===== config.mk =====
export PLATFORM = sky130hd
export DESIGN_NAME = rbm_gibbs_sequencer
export DESIGN_NICKNAME = d
export VERILOG_FILES = /design/src/rtl/rbm_gibbs_sequencer.sv
export SDC_FILE = /design/constraint.sdc
export NUM_CORES = 1
export LEC_CHECK = 0
export ABC_AREA = 0
export ABC_CLOCK_PERIOD_IN_PS = 3000
export CELL_PAD_IN_SITES_DETAIL_PLACEMENT = 1
export CELL_PAD_IN_SITES_GLOBAL_PLACEMENT = 1
export CORE_ASPECT_RATIO = 1.2
export CORE_MARGIN = 10
export CORE_UTILIZATION = 37
export DETAILED_ROUTE_END_ITERATION = 8
export PLACE_DENSITY = 0.82
export SLEW_MARGIN = 20
export SYNTH_ARGS = -nofsm -noshare
export SYNTH_HDL_FRONTEND = slang
export SYNTH_SLANG_ARGS = --single-unit

===== constraint.sdc =====
create_clock -name clock -period 3 [get_ports clock]
set_input_delay 0.45 -clock clock [delete_from_list [all_inputs] [get_ports clock]]
set_output_delay 0.45 -clock clock [all_outputs]
set_load 0.005 [all_outputs]

===== src/rtl/rbm_gibbs_sequencer.sv =====
// Gibbs iteration controller: drives hidden sampler and classifier handshakes,
// skips burn-in iterations, then accumulates class outputs into saturating votes.
module rbm_gibbs_sequencer #(
  parameter int out_dim          = 2,
  parameter int output_bitlength = 12,
  parameter int burn_in          = 10,
  parameter int num_samples      = 10
) (
  input  logic                                 clock,
  input  logic                                 reset,
  input  logic                                 start,
  output logic                                 h_start,
  input  logic                                 h_done,
  output logic                                 c_start,
  input  logic                                 c_done,
  input  logic [out_dim*output_bitlength-1:0]  ClassI,
  output logic [out_dim*output_bitlength-1:0]  Output,
  output logic [out_dim*output_bitlength-1:0]  ResultO,
  output logic [15:0]                          iter,
  output logic                                 busy,
  output logic                                 finish
);

  localparam logic [15:0] BURN = 16'(burn_in);
  localparam logic [15:0] LAST = 16'(burn_in + num_samples - 1);

  typedef enum logic [2:0] {
    IDLE, H_RUN, H_WAIT, C_RUN, C_WAIT, ACCUM, DONE
  } state_t;

  state_t state;
  logic   in_sample;
  logic [out_dim*output_bitlength-1:0] sat_sum;

  // Per-element unsigned add with one guard bit; clamp to all-ones on carry out.
  for (genvar k = 0; k < out_dim; k++) begin : g_sat
    logic [output_bitlength:0] sum;
    assign sum = {1'b0, ResultO[k*output_bitlength +: output_bitlength]}
               + {1'b0, Output[k*output_bitlength +: output_bitlength]};
    assign sat_sum[k*output_bitlength +: output_bitlength] =
      sum[output_bitlength] ? {output_bitlength{1'b1}} : sum[output_bitlength-1:0];
  end

  // in_sample tracks iter >= burn_in without a constant compare when burn_in is 0.
  always_ff @(posedge clock) begin
    if (reset) begin
      state     <= IDLE;
      h_start   <= 1'b0;
      c_start   <= 1'b0;
      busy      <= 1'b0;
      finish    <= 1'b0;
      Output    <= '0;
      ResultO   <= '0;
      iter      <= '0;
      in_sample <= 1'b0;
    end else begin
      h_start <= 1'b0;
      c_start <= 1'b0;
      case (state)
        IDLE, DONE: begin
          if (start) begin
            Output    <= '0;
            ResultO   <= '0;
            iter      <= '0;
            in_sample <= (BURN == 16'd0);
            h_start   <= 1'b1;
            busy      <= 1'b1;
            finish    <= 1'b0;
            state     <= H_RUN;
          end
        end
        H_RUN: state <= H_WAIT;
        H_WAIT: begin
          if (h_done) begin
            c_start <= 1'b1;
            state   <= C_RUN;
          end
        end
        C_RUN: state <= C_WAIT;
        C_WAIT: begin
          if (c_done) begin
            Output <= ClassI;
            state  <= ACCUM;
          end
        end
        ACCUM: begin
          if (in_sample) ResultO <= sat_sum;
          if (iter == LAST) begin
            busy   <= 1'b0;
            finish <= 1'b1;
            state  <= DONE;
          end else begin
            iter    <= iter + 16'd1;
            h_start <= 1'b1;
            state   <= H_RUN;
            if (iter + 16'd1 == BURN) in_sample <= 1'b1;
          end
        end
        default: state <= IDLE;
      endcase
    end
  end

endmodule


==> results_dict.tcl, run 1 <==
set metrics [dict create \
    status "complete, no violations" \
    async_flop_share 0 \
    ant_nets 0 \
    antenna_found_initial 0 \
    peakVddDrop_uv 235 \
    nets 663 \
    max_freq_ghz 0.376 \
    root_buffer "clkbuf_16" \
    worst_pin_slew_ns 0.942 \
    yosysSeqAreaShare 0.342 \
    ys.flop_type "dfxtp_1" \
    rsz0062_at_grt "no" \
    ff_latch_area_um2 1440 \
    post_cts_buffers 0 \
    fin_crit_sh 0.886 \
    startpoint_type "register" \
    drt_iter0_drc 126 \
    swShare 0.244 \
    leakagePower_nw 1.98 \
    core_um2 11100 \
    p_total_mw 2.13 \
    seqPwrFrac 0.459 \
    die_h_um 137 \
    finalHoldViolCount 0 \
    syn_inst 530 \
    clkPwrFrac 0.470 \
    syn-num-nets 587 \
    yosys_warnings 0 \
    numCtsBuffers 9 \
    wirelength_um 14000 \
    die_width_um 117 \
    min_path_type "register to register" \
    cp_max_fo 7 \
    grt_pass1_vias 4481 \
    drt_pass1_iterations 4 \
    initial_utilization 0.381 \
    design.portCount 97 \
    htree_levels 3 \
    setup-violations-final 0 \
    grt_pass1_wl_um 23400 \
    cts_sinks 72 \
    max-cap-violations 0 \
    hold_buffers 0 \
    syn_area_per_cell_um2 7.96 \
    fillers 1325 \
    worstPathArrival_ns 2.85 \
    clock_latency_ns 0.34 \
    multi_input_area_um2 2560 \
    io_buffer_count 96 \
    p_switching_mw 0.521 \
    drv_slew 0 \
    layout_min_cycle_time_ns 2.66 \
    cellPowerDensity_nw_per_um2 386 \
    synth-edff-count 0 \
    grt.overflow.total 0 \
    cts_resized 0 \
    internal_power_mw 1.61 \
    p_comb_frac 0.071 \
    cts_tree "done" \
    cts_buffer_depth 2 \
    final_cell_mix "95 x clkdlybuf4s50_1, 91 x a21oi_1, 72 x dfxtp_1" \
    dp_hpwl_um 10200 \
    cp-end-kind "register" \
    die_area_um2 16100 \
    grt_usage 0.174 \
    wl_per_cell_um 18.3 \
    worstSetupPathType "register to register" \
    finClkSkew_ns 0.00657 \
    setup_tns_ns 0 \
    final_common_cell "clkdlybuf4s50_1" \
    gp_congestion 0.900 \
    num_vias 4233 \
    grt_start_max_net_pins 50 \
    yosys.cell_types.count 53 \
    worst_hold_slack_ns 0.491 \
    synth-seq-cells 72 \
    synth_area_um2 4220 \
    post-route-drc-count 0 \
    critPathRequiredTime_ns 3.20 \
    clkTransAtPathRegs_ns 0.06 \
    diodes 0 \
    utilization 0.498 \
    area_growth_pct 30.7 \
    drive_gt1_frac 0.0507 \
    row_count 42 \
    via_per_inst 5.53 \
    slew_headroom 0.372 \
]
==> power groups by stage <==
stage,Combinational [mW],Sequential (mW),Clock [mW]
after floorplan,0.0904,0.991,0
final,0.152,0.978,1.00
after global routing,0.169,0.980,1.06
after CTS,0.155,0.979,1.02
after global placement,0.149,0.999,0
after detailed placement,0.154,1.00,0
==> area by class of cell <==
cell class | count | area share
Multi-Input combinational cell | 409 | 0.464
Sequential cell | 72 | 0.261
Timing Repair Buffer | 104 | 0.184
Clock buffer | 13 | 0.0454
Tap cell | 154 | 0.0349
Inverter | 10 | 0.00680
Clock inverter | 3 | 0.00318
==> final timing paths <==
path | from | endpoint | slack (ns) | depth (start not counted)
setup reg to reg | Output[0] | ResultO[5] | 0.34 | 9
hold reg to reg | Output[16] | Output[16] | 0.49 | 2
hold / removal | Output[16] | Output[16] | 0.49 | 2
setup / recovery | Output[0] | ResultO[5] | 0.34 | 9
==> critical path: stages (launching register included) <==
cell and delay [ns]:
dfxtp_1 0.34, ha_1 0.23, fa_1 0.41, a21oi_1 0.24, o21ai_0 0.18, a21oi_1 0.33, o21ai_0 0.15, a211oi_1 0.32
buf_4 0.22, a211oi_1 0.08
==> sequential cells by signal, summed over array words and instances (netlist names) <==
name,count
iter,16
busy,1
ResultO,24
h_start,1
finish,1
c_start,1
in_sample,1
state,3
Output,24
==> cells in the mapped netlist, types with 3 or more instances <==
cell type  number  area share
nand4_1         7       0.010
clkbuf_1       24       0.021
buf_6           4       0.011
buf_1           3      0.0027
a31oi_1         8       0.012
and3_1          8       0.012
a21o_1          8       0.014
o21ai_0        12       0.014
buf_2           8      0.0095
and4_1          3      0.0062
xnor2_1        12       0.025
xor2_1         12       0.025
dfxtp_1        72        0.34
nand3_1        37       0.044
nor4b_1         3      0.0062
or3_1           9       0.013
a21oi_1        91        0.11
nor2_1         36       0.032
nor3_1          8      0.0095
nand2_1        47       0.042
inv_1          10      0.0089
a41oi_1         3      0.0062
a211oi_1       25       0.044
o21a_1          3      0.0053
nor2b_1         6      0.0089
ha_1           26       0.077
nand3b_1        3      0.0053
o21ai_1         7      0.0083
and2_1          3      0.0044
==> cells by family after synthesis <==
group	count (synthesis)	share of synthesized area
muxes	1	0.00237
and+or+nand+nor	186	0.225
buffers and inverters	49	0.0531
adders and majority gates	28	0.0866
DFF	72	0.342
xor gates and xnor gates	24	0.0498
AOI/OAI and AO/OA	170	0.242
==> metrics by stage <==
step	cell area, µm²	instances	setup slack [ns]
floorplan	4220	530	0.681
global placement	5250	749	0.445
detailed placement	5250	749	0.394
CTS	5520	765	0.339
global route	5520	765	0.152
finish	5520	765	0.342
==> metal layers <==
metal,share of wire,global-route usage
met1,0.42,0.194
met2,0.52,0.321
met5,0,0
met4,0.015,0.0585
met3,0.040,0.0367
Power figures use the tool's default switching activity.
==> run 2: changes to the inputs <==
- CTS_CLUSTER_SIZE: default -> 30
==> results of run 2 <==
The final DEF is identical to that of run 1; final timing and power are the same.
==> run 3: changes to the inputs <==
- CAP_MARGIN: default -> 20
==> results of run 3 <==
The final DEF is identical to that of run 1; final timing and power are the same.
==> edit 1, RTL diff (settings of run 2) <==
The parameter `output_bitlength` goes from 12 to 6.
--- a/src/rtl/rbm_gibbs_sequencer.sv
+++ b/src/rtl/rbm_gibbs_sequencer.sv
@@ -3,5 +3,5 @@
 module rbm_gibbs_sequencer #(
   parameter int out_dim          = 2,
-  parameter int output_bitlength = 12,
+  parameter int output_bitlength = 6,
   parameter int burn_in          = 10,
   parameter int num_samples      = 10
Ports: changed (resized ClassI, Output and ResultO); port bits go from 97 to 61. No check against the original RTL was run, so the function may have changed too.
==> edit 1 against run 2 <==
Maximum frequency rose by 12%. Design area fell by 37%. Global-route usage fell by 2.3 points. Count of clock-buffer cells in the layout fell by 7. Clock skew rose by 0.0030 ns. Sequential cell count fell by 24. Synthesized area fell by 36%. Routed wire length fell by 41%. Sequential power fell by 32%. Non-clock buffer count fell by 41. Setup slack improved by 0.29 ns. Synthesized cell count fell by 37%. Power fell by 40%. Critical path type unchanged. Critical endpoint is now iter[9]. Highest routed layer unchanged.
==> edit 1: results (changes against run 2) <==
| Metric | Value |
|---|---|
| Status | completed |
| Commonest cells post-synth | dfxtp_1 (48), a21oi_1 (43), nand2_1 (29), nor2_1 (28), nand3_1 (22) |
| CP max-delay cell | dfxtp_1 |
| Ys flop type | dfxtp_1 |
| Post-synthesis mux area share | 0.00738 (+0.00501) |
| CP max FO | 16 (+9) |
| Worst endpoint data arrival time | 2.59 ns (-0.26 ns) |
| WL/cell | 17.4 µm (-4.9%) |
| Routability cong. | 0.832 (-7.5%) |
| Crit path largest cell delay | 0.49 ns (+0.08 ns) |
| H-tree depth | 2 (-1) |
| Compound-Gate Fraction of Synth Area | 0.224 (-0.0174) |
| Share of layout cells above drive strength 1 | 0.0518 (+0.00108) |
| # Post-CTS Setup Buffers | 0 (unchanged) |
| Syn nets | 366 (-38%) |
| Slew @ Worst Pin | 0.909 ns (-0.0330 ns) |
| Largest net degree at the start of global routing | 22 (-56%) |
| Warnings, synthesis | 0 (unchanged) |
| Initial antenna violation count | 0 (unchanged) |
| Post-DP HPWL | 6300 µm (-38%) |
| Wire length of the first global-routing pass | 14,200 µm (-39%) |
| Post-Synth XOR/XNOR Area | 0.0388 (-0.0110) |
| Drt via density | 5.53 (about the same) |
| Fin nets | 418 (-37%) |
| Top cells by area, synth | dfxtp_1 (35%), a21oi_1 (7.9%), ha_1 (6.5%), nand3_1 (4.1%), nand2_1 (4.0%) |
| Distinct cells, synth | 51 (-3.8%) |
| Fill cells | 880 (-34%) |
| Worst-path clk slew | 0.09 ns (+0.03 ns) |
| Vias in the first global route | 2,863 (-36%) |
| Post-CTS Resized | 0 (unchanged) |
| Sequential area share after synthesis | 0.354 (+0.0129) |
| Post-synth ARST share | 0 (unchanged) |
| WL met2 | 4180 µm (-43%) |
| Setup Skew | 0.00953 ns (+0.00296 ns) |
| Pre-antenna DRT Iters | 6 (+2) |
| Metal3 WL | 497 µm (-11%) |
| Largest registers | iter: 16 flops, Output: 12 flops, ResultO: 12 flops |
| Grt ovf | 0 (unchanged) |
| CTS root buf | clkbuf_8 |
| Total CTS buffers | 5 (-4) |
| Main combinational cell family by area after synthesis | simple AND/OR/NAND/NOR gates |
| Crit path max-delay family | simple AND/OR/NAND/NOR gates |
| Length of routed wiring on met1 | 3570 µm (-40%) |
| Adder-Cell Fraction of Synth Area | 0.0794 (-0.00720) |
| # diodes | 0 (unchanged) |
| Clock latency at the later pin of the worst-skew pair | 0.30 ns (-0.04 ns) |
| DP Area | 0.00336 mm² (-36%) |
| 1st-iter DRT viols | 66 (-48%) |
| Worst vdd ir | 0.213 mV (-9.3%) |
| Max clock buf depth | 2 (unchanged) |
| Pleak | 0.00126 µW (-37%) |
| Top Layer Used | met4 |
| Port Buf Inserts | 60 (-38%) |
| Worst hold path class | flip-flop to flip-flop |
| Total GRT Usage | 0.151 (-0.0229) |
[edit 1: changes by cell type after synthesis, moves of 15 or more]
cell | before | now
nand3_1 | 37 | 22
nand2_1 | 47 | 29
a21oi_1 | 91 | 43
a211oi_1 | 25 | 6
dfxtp_1 | 72 | 48
[edit 1: cell families after synthesis]
group / Yosys count
adder cells (fa/ha/maj): 16
buffers and inverters: 26
XOR/XNOR: 12
flip-flops: 48
AO/OA/AOI/OAI: 99
AND/OR/NAND/NOR: 130
multiplexers: 2
[edit 1: cell type report]
type / count / area share
clock inverter: 2 / 0.0101
timing repair buffer: 63 / 0.180
inverter: 8 / 0.00865
multi-input combinational: 259 / 0.471
tap: 90 / 0.0325
clock buffer: 6 / 0.0209
sequential: 48 / 0.277
[edit 1: worst paths after layout]
check | from | end | slack (ns) | cells after the start
max reg2reg | iter[0] | iter[9] | 0.63 | 7
min | Output[6] | Output[6] | 0.48 | 2
min reg2reg | Output[6] | Output[6] | 0.48 | 2
max | iter[0] | iter[9] | 0.63 | 7
[edit 1: stage by stage]
| step | total power (µW) | hold WS [ns] | util | instances | setup slack, ns |
|---|---|---|---|---|---|
| after global placement | 825 | 0.465 | 0.468 | 468 | 0.599 |
| after CTS | 1290 | 0.490 | 0.483 | 476 | 0.590 |
| after floorplan | 768 | 0.459 | - | 333 | 0.961 |
| after detailed placement | 830 | 0.477 | 0.468 | 468 | 0.620 |
| final | 1280 | 0.484 | 0.483 | 476 | 0.630 |
| after global routing | 1340 | 0.517 | 0.483 | 476 | 0.358 |
[edit 1: layer usage]
layer,track usage,up-vias
li1,-,1299
met1,0.167,1273
met2,0.274,58
met3,0.0448,4
met4,0.0402,0
met5,0,-
[edit 1: where the power goes]
part	internal [µW]	switching (µW)	total (µW)
registers	647	17.9	665
clock network	248	218	465
logic	63.6	85.8	149
total	958	321	1280
==> edit 2, RTL diff (settings of run 2) <==
Made on the original files. Reset style: asynchronous (`reset`), changed in one clocked block.
--- a/src/rtl/rbm_gibbs_sequencer.sv
+++ b/src/rtl/rbm_gibbs_sequencer.sv
@@ -43,5 +43,5 @@
 
   // in_sample tracks iter >= burn_in without a constant compare when burn_in is 0.
-  always_ff @(posedge clock) begin
+  always_ff @(posedge clock or posedge reset) begin
     if (reset) begin
       state     <= IDLE;
Behaviour: differs if reset is asserted again (counterexample within 4 cycles, from zero or initial values and one cycle with reset high); with reset held inactive, the same outputs for 10 cycles.
==> edit 2 against run 2 <==
Maximum frequency up 2.0%. Synthesized area grew 5.3%. Synthesized cell count fell by 3.8%. Sequential cell count is the same. Count of clock-buffer cells in the layout is 1 lower. Routed wire length decreased by 1.1%. Setup slack gained 0.052 ns. Design area is 6.0% higher. Utilization rose by 0.34 points.
Power is not compared: it rests on default switching activity, and its combinational part moved more than twofold at a synthesized area within 25%.
==> edit 2: results (changes against run 2) <==
| Metric | Value |
|---|---|
| CP max-delay cell | fa_1 |
| Syn nets | 567 (-3.4%) |
| DP Area | 0.00553 mm² (+5.3%) |
| Vias | 4,109 (-2.9%) |
| Slew @ Worst Pin | 0.650 ns (-0.292 ns) |
| Adder-Cell Fraction of Synth Area | 0.0822 (-0.00436) |
| Total CTS buffers | 9 (unchanged) |
| # diodes | 0 (unchanged) |
| Worst endpoint data arrival time | 2.80 ns (-0.05 ns) |
| Vias in the first global route | 4,491 (+0.22%) |
| Ys flop type | dfrtp_1 |
| Worst hold path class | flip-flop to flip-flop |
| Distinct cells, synth | 59 (+11%) |
| CP max FO | 6 (-1) |
| Largest registers | Output: 24 flops, ResultO: 24 flops, iter: 16 flops |
| Post-CTS Resized | 0 (unchanged) |
| Setup Skew | 0.00571 ns (-0.000859 ns) |
| Post-DP HPWL | 10,300 µm (+1.4%) |
| Post-synth ARST share | 1.00 (+1.00) |
| Warnings, synthesis | 0 (unchanged) |
| Wire length of the first global-routing pass | 23,200 µm (-0.65%) |
| Commonest cells post-synth | dfrtp_1 (72), nand2_1 (71), a21oi_1 (69), o21ai_0 (50), nor2_1 (31) |
| Status | completed |
| Routability cong. | 0.828 (-8.0%) |
| Sequential area share after synthesis | 0.405 (+0.0639) |
| Port Buf Inserts | 96 (unchanged) |
| Fin nets | 649 (-2.1%) |
| Total GRT Usage | 0.167 (-0.00648) |
| Fill cells | 1,378 (+4.0%) |
| # Post-CTS Setup Buffers | 0 (unchanged) |
| Worst vdd ir | 0.341 mV |
| Post-synthesis mux area share | 0.00479 (+0.00241) |
| Share of layout cells above drive strength 1 | 0.0671 (+0.0164) |
| Final ANT Viol Nets | 0 (unchanged) |
| Max clock buf depth | 2 (unchanged) |
| Worst-path clk slew | 0.06 ns (about the same) |
| Largest net degree at the start of global routing | 49 (-2.0%) |
| Total Routed Length | 13,800 µm (-1.1%) |
| Top cells by area, synth | dfrtp_1 (41%), a21oi_1 (7.8%), ha_1 (7.3%), nand2_1 (6.0%), o21ai_0 (5.6%) |
| 1st-iter DRT viols | 133 (+5.6%) |
| Compound-Gate Fraction of Synth Area | 0.232 (-0.00964) |
| Post-Synth XOR/XNOR Area | 0.0453 (-0.00448) |
## edit 2: worst register-to-register path, cell delays in order, from the launching register on
cell       delay (ns)
dfrtp_1          0.39
ha_1             0.25
fa_1             0.42
a21o_1           0.23
a221oi_2         0.38
o21ai_2          0.15
a2111oi_4        0.35
buf_4            0.21
a41oi_1          0.10
## edit 2: metrics by stage
stage	worst slack, ns	hold WS [ns]	util	instances
6_report	0.394	0.488	0.501	753
3_3_place_gp	0.501	0.465	0.473	738
2_1_floorplan	0.600	0.462	-	510
5_1_grt	0.224	0.511	0.501	753
4_1_cts	0.368	0.495	0.501	753
3_5_place_dp	0.373	0.478	0.473	738
## edit 2: worst paths after layout
kind	cells after the start	startpoint	slack [ns]	endpoint
setup / recovery	8	Output[0]	0.39	ResultO[9]
hold / removal	1	finish	0.49	finish
setup reg to reg	8	Output[0]	0.39	ResultO[9]
hold reg to reg	1	finish	0.49	finish
max in group asynchronous	3	reset	1.75	Output[12]
min in group asynchronous	2	reset	0.53	state[1]
## edit 2: per-layer routing
metal  GRT usage  wire length [µm]
met5           0                 0
met2       0.300              7220
met4      0.0573               181
met3      0.0330               569
met1       0.192              5860
## edit 2: final cells by class
class	count	area, µm²	area share
clock buffers	12	256	0.0439
clock inverters	3	65.1	0.0111
inverters	11	41.3	0.00706
multi-input cells	392	2440	0.417
flip-flops and latches	72	1800	0.308
well taps	157	196	0.0336
repair buffers	106	1050	0.179
## edit 2: kinds of logic after synthesis
logic type / count (synthesis)
xor+xnor: 23
compound gates: 173
fa+ha+maj: 28
mux: 2
flops: 72
simple gates: 166
buf+inv: 46
## edit 2: power by group
part / internal (µW) / switching (µW)
combinational: 595 / 646
sequential: 1150 / 227
clock: 768 / 402
total: 2510 / 1270
